## src/rtl/sqdiff_frame_acc.sv

```systemverilog
// Frame accumulator for the squared-difference result stream: groups N signed
// samples into a frame and presents sum/max/min on a registered valid/ready port.
module sqdiff_frame_acc #(
  parameter int N  = 8,
  parameter int SW = 16
) (
  input  logic                 clk,
  input  logic                 rst,
  input  logic                 in_valid,
  input  logic signed [12:0]   in_data,
  input  logic                 clear,
  output logic                 out_valid,
  input  logic                 out_ready,
  output logic signed [SW-1:0] out_sum,
  output logic signed [12:0]   out_max,
  output logic signed [12:0]   out_min,
  output logic                 ovf
);

  localparam int DATA_W = 13;
  localparam int CW     = $clog2(N);

  typedef enum logic {S_EMPTY, S_ACC} state_t;

  function automatic logic signed [SW-1:0] sext(input logic signed [DATA_W-1:0] x);
    return {{(SW-DATA_W){x[DATA_W-1]}}, x};
  endfunction

  function automatic logic signed [DATA_W-1:0] smax(input logic signed [DATA_W-1:0] a,
                                                    input logic signed [DATA_W-1:0] b);
    return (a > b) ? a : b;
  endfunction

  function automatic logic signed [DATA_W-1:0] smin(input logic signed [DATA_W-1:0] a,
                                                    input logic signed [DATA_W-1:0] b);
    return (a < b) ? a : b;
  endfunction

  state_t                    state_q, state_d;
  logic [CW-1:0]             cnt_q, cnt_d;
  logic signed [SW-1:0]      acc_q, acc_d;
  logic signed [DATA_W-1:0]  cur_max_q, cur_max_d;
  logic signed [DATA_W-1:0]  cur_min_q, cur_min_d;
  logic                      out_valid_q, out_valid_d;
  logic signed [SW-1:0]      out_sum_q, out_sum_d;
  logic signed [DATA_W-1:0]  out_max_q, out_max_d;
  logic signed [DATA_W-1:0]  out_min_q, out_min_d;
  logic                      ovf_q, ovf_d;

  logic signed [SW-1:0]      sum_next;
  logic signed [DATA_W-1:0]  max_next;
  logic signed [DATA_W-1:0]  min_next;

  assign sum_next = acc_q + sext(in_data);
  assign max_next = smax(cur_max_q, in_data);
  assign min_next = smin(cur_min_q, in_data);

  always_comb begin
    state_d     = state_q;
    cnt_d       = cnt_q;
    acc_d       = acc_q;
    cur_max_d   = cur_max_q;
    cur_min_d   = cur_min_q;
    out_valid_d = out_valid_q;
    out_sum_d   = out_sum_q;
    out_max_d   = out_max_q;
    out_min_d   = out_min_q;
    ovf_d       = ovf_q;

    if (out_valid_q && out_ready) begin
      out_valid_d = 1'b0;
    end

    // clear wins over a same-cycle sample; the output holding register is untouched
    if (clear) begin
      state_d = S_EMPTY;
      cnt_d   = '0;
      acc_d   = '0;
      ovf_d   = 1'b0;
    end else if (in_valid) begin
      if (state_q == S_EMPTY) begin
        state_d   = S_ACC;
        cnt_d     = CW'(1);
        acc_d     = sext(in_data);
        cur_max_d = in_data;
        cur_min_d = in_data;
      end else if (cnt_q == CW'(N-1)) begin
        state_d     = S_EMPTY;
        cnt_d       = '0;
        acc_d       = sum_next;
        out_sum_d   = sum_next;
        out_max_d   = max_next;
        out_min_d   = min_next;
        out_valid_d = 1'b1;
        // a result still held without a handshake is being replaced
        if (out_valid_q && !out_ready) begin
          ovf_d = 1'b1;
        end
      end else begin
        cnt_d     = cnt_q + CW'(1);
        acc_d     = sum_next;
        cur_max_d = max_next;
        cur_min_d = min_next;
      end
    end
  end

  always_ff @(posedge clk or negedge rst) begin
    if (!rst) begin
      state_q     <= S_EMPTY;
      cnt_q       <= '0;
      acc_q       <= '0;
      cur_max_q   <= '0;
      cur_min_q   <= '0;
      out_valid_q <= 1'b0;
      out_sum_q   <= '0;
      out_max_q   <= '0;
      out_min_q   <= '0;
      ovf_q       <= 1'b0;
    end else begin
      state_q     <= state_d;
      cnt_q       <= cnt_d;
      acc_q       <= acc_d;
      cur_max_q   <= cur_max_d;
      cur_min_q   <= cur_min_d;
      out_valid_q <= out_valid_d;
      out_sum_q   <= out_sum_d;
      out_max_q   <= out_max_d;
      out_min_q   <= out_min_d;
      ovf_q       <= ovf_d;
    end
  end

  assign out_valid = out_valid_q;
  assign out_sum   = out_sum_q;
  assign out_max   = out_max_q;
  assign out_min   = out_min_q;
  assign ovf       = ovf_q;

endmodule

```

## config.mk

```make
export PLATFORM = sky130hd
export DESIGN_NAME = sqdiff_frame_acc
export DESIGN_NICKNAME = d
export VERILOG_FILES = /design/src/rtl/sqdiff_frame_acc.sv
export SDC_FILE = /design/constraint.sdc
export NUM_CORES = 1
export LEC_CHECK = 0
export BUFFER_PORTS_ARGS = -buffer_cell sky130_fd_sc_hd__buf_2
export CORE_UTILIZATION = 55
export DETAILED_ROUTE_END_ITERATION = 10
export PLACE_DENSITY = 0.82
export SYNTH_ARGS = -nofsm -noshare
export SYNTH_HDL_FRONTEND = slang
export SYNTH_SLANG_ARGS = --single-unit
```

## constraint.sdc

```tcl
create_clock -name clk -period 3.2 [get_ports clk]
set_input_delay 0.8 -clock clk [delete_from_list [all_inputs] [get_ports clk]]
set_output_delay 0.8 -clock clk [all_outputs]
set_load 0.02 [all_outputs]
```

==> results.py <==
metrics = {
    "setup_path": {
        "path_max_fanout": 13,
        "worst-path-buf-inv": 2,
        "cp.required_ps": 3460,
        "r2r_slack_ps": 550,
        "critPathLaunch": "in_data[4]",
        "arrival_ps": 3100,
        "cp.depth": 10,
        "cp-end-kind": "flip-flop",
        "cp-start-kind": "primary input",
        "path_class": "primary input to flip-flop",
        "r2r_cells": 9,
        "path_cells": "buf_2 > inv_1 > ha_1 > and3_1 > o21a_1 > o311ai_2 > a31oi_1 > nor3_4 > a21o_4 > mux2_1",
        "crit-reg2reg-launch": "acc_q[0]$_DFFE_PN0N_",
        "path_delay_family": "compound AO/OA/AOI/OAI gates",
        "critPathMaxStageDelay_ps": 360,
        "critical-path-slowest-cell": "mux2_1",
        "crit_end": "cur_max_q[1]$_DFFE_PN0P_",
        "timing.rr.end": "out_sum[14]$_DFFE_PN0P_",
    },
    "clocking": {
        "cts_hold_buf": 0,
        "cts.sinks": 90,
        "cts_buffers": 9,
        "htreeDepth": 3,
        "clockBufferDepth": 2,
        "clock_latency_ps": 370,
        "post-cts-setup-buffers": 0,
        "cts_tree": "yes",
        "cts-root-buf": "clkbuf_8",
        "cts.reportedPaths.clkPinSlew_ps": 90,
        "cts_resized": 0,
    },
    "timing": {
        "fin_ws_ps": 361,
        "clock_skew_ps": 15.4,
        "hold_viol": 0,
        "finalSetupViolations": 0,
        "whs_ps": 424,
        "relSlewSlack": 0.616,
        "rsz0062_at_grt": "no",
        "slew_viol_final": 0,
        "period_share": 0.887,
        "clock.fmax_mhz": 352,
        "fin_crit_ps": 2840,
        "worst_pin_slew_ps": 576,
    },
    "die": {
        "die_w_um": 99.3,
        "start_util": 0.567,
        "die_height_um": 99.3,
        "pin_count": 62,
        "row_count": 35,
        "core_sq_um": 9200,
        "dieArea_sq_um": 9870,
    },
    "synthesis": {
        "synth_flop_cell": "dfrtp_1",
        "synth_commonest_cells": "dfrtp_1 (90), nand2_1 (45), ha_1 (42), mux2i_1 (36), o21ai_0 (31)",
        "synth_area_sq_um": 5210,
        "ys_top_cells_by_area": "dfrtp_1 (43%), ha_1 (10%), mux2i_1 (6.9%)",
        "synth_cell_type_count": 54,
        "ys_ff_latch": 90,
        "synthCells": 491,
        "synth_nets": 552,
        "yosys.area.top_type": "dfrtp_1",
        "synth_area_per_cell_sq_um": 10.6,
        "yosysWarnings": 0,
        "yosysTopAreaCellShare": 0.432,
        "ys_async_sr_fraction": 1.00,
        "post-synth-top-count-cell": "dfrtp_1",
        "yosysSeqAreaShare": 0.432,
        "synth_edf_count": 0,
    },
    "global_routing": {
        "grt_pass1_vias": 4106,
        "grt_overflow_total": 0,
        "antenna_found_initial": 0,
        "grt_pass1_wl_um": 19700,
        "track_usage": 0.255,
        "grt_max_degree": 45,
    },
    "place": {
        "dpl_cell_area_sq_um": 5710,
        "place_ws_ps": -2.25,
        "dp.final_hpwl_um": 8470,
        "gp_congestion": 0.909,
        "portBuffers": 61,
    },
    "drt": {
        "ant_nets": 0,
        "vias": 3993,
        "via_per_inst": 5.91,
        "wl_um": 11600,
        "first_iter_violations": 214,
        "firstDrtPassIters": 4,
        "drc": 0,
        "drt-wirelength-per-cell_um": 17.2,
    },
    "final_layout": {
        "antenna_cells": 0,
        "final_area_sq_um": 5890,
        "fillers": 742,
        "area_growth_syn_to_layout_pct": 13.1,
        "final_nets": 621,
        "drive_gt1_frac": 0.234,
    },
    "run": {
        "max-cap-violations": 0,
    },
    "hold_path": {
        "min-delay-path-class": "primary input to async pin",
    },
    "status": {
        "status": "finished clean",
    },
    "power": {
        "pwr_density_cell_nw_per_um2": 516,
        "ir_drop_mv": 0.275,
        "p_leak_nw": 3.05,
    },
}
## layout by cell type, fill, tap and decap left out, types with 9 or more instances in the layout
master / instances
a211oi_1: 10
a21oi_1: 23
buf_2: 60
buf_4: 19
clkbuf_8: 9
dfrtp_1: 90
ha_1: 42
inv_1: 18
mux2_2: 19
mux2_4: 10
mux2i_1: 36
nand2_1: 45
nor2_1: 26
o21ai_0: 31
o21ai_1: 13
xnor2_1: 10
## kinds of logic (layout without fill, tap and decap cells)
group	after synthesis	in the layout	share of synthesized area
AO/OA/AOI/OAI	116	116	0.145
XOR/XNOR	14	14	0.0235
adder cells (fa/ha/maj)	43	43	0.105
buffers and inverters	40	114	0.0343
flip-flops	90	90	0.432
multiplexers	72	72	0.154
AND/OR/NAND/NOR	116	116	0.107
## where the power goes
part / switching (mW) / internal, mW / total, mW / leakage (nW)
registers: 0.0904 / 1.24 / 1.33 / 1.18
logic: 0.503 / 0.439 / 0.942 / 1.78
clock network: 0.413 / 0.359 / 0.773 / 0.0893
total: 1.01 / 2.04 / 3.04 / 3.05
## worst min path at each step
stage                                          to               startpoint  slack, ps  depth (start not counted)
after global routing      out_sum[12]$_DFFE_PN0P_                      rst        470                          1
after CTS                 out_min[12]$_DFFE_PN0P_                      rst        440                          1
after global placement     out_min[9]$_DFFE_PN0P_   out_min[9]$_DFFE_PN0P_        460                          2
final                     out_min[12]$_DFFE_PN0P_                      rst        420                          1
after detailed placement  out_min[11]$_DFFE_PN0P_  out_min[11]$_DFFE_PN0P_        470                          2
after floorplan              acc_q[9]$_DFFE_PN0N_     acc_q[9]$_DFFE_PN0N_        450                          1
## layer usage
| metal | routed length (um) | global-route usage | vias up |
|---|---|---|---|
| met5 | 0 | 0 | - |
| met2 | 5740 | 0.428 | 105 |
| met1 | 5060 | 0.331 | 1955 |
| met3 | 579 | 0.0436 | 24 |
| li1 | - | - | 1909 |
| met4 | 265 | 0.0962 | 0 |
## metrics by stage
step                TNS [ps]  total power, mW   util  std cells
floorplan                  0             2.01      -        491
global placement           0             2.23  0.621        660
detailed placement     -2.25             2.27  0.621        660
CTS                        0             3.05  0.641        676
global route               0             3.20  0.641        676
finish                     0             3.04  0.641        676
## registers in the layout, summed over array words and instances, names as in the netlist
| register | cells |
|---|---|
| out_sum | 16 |
| out_min | 13 |
| out_max | 13 |
| cur_min_q | 13 |
| acc_q | 16 |
| out_valid | 1 |
| ovf | 1 |
| state_q | 1 |
| cur_max_q | 13 |
| cnt_q | 3 |
## layout make-up
cell class | instances | area [sq um] | share of cell area
multi-input combinational | 361 | 2790 | 0.473
sequential | 90 | 2250 | 0.382
timing repair buffer | 80 | 463 | 0.0786
tap | 111 | 139 | 0.0236
clock buffer | 11 | 131 | 0.0223
inverter | 18 | 67.6 | 0.0115
clock inverter | 5 | 55.1 | 0.00934
(Power assumes the default switching activity.)
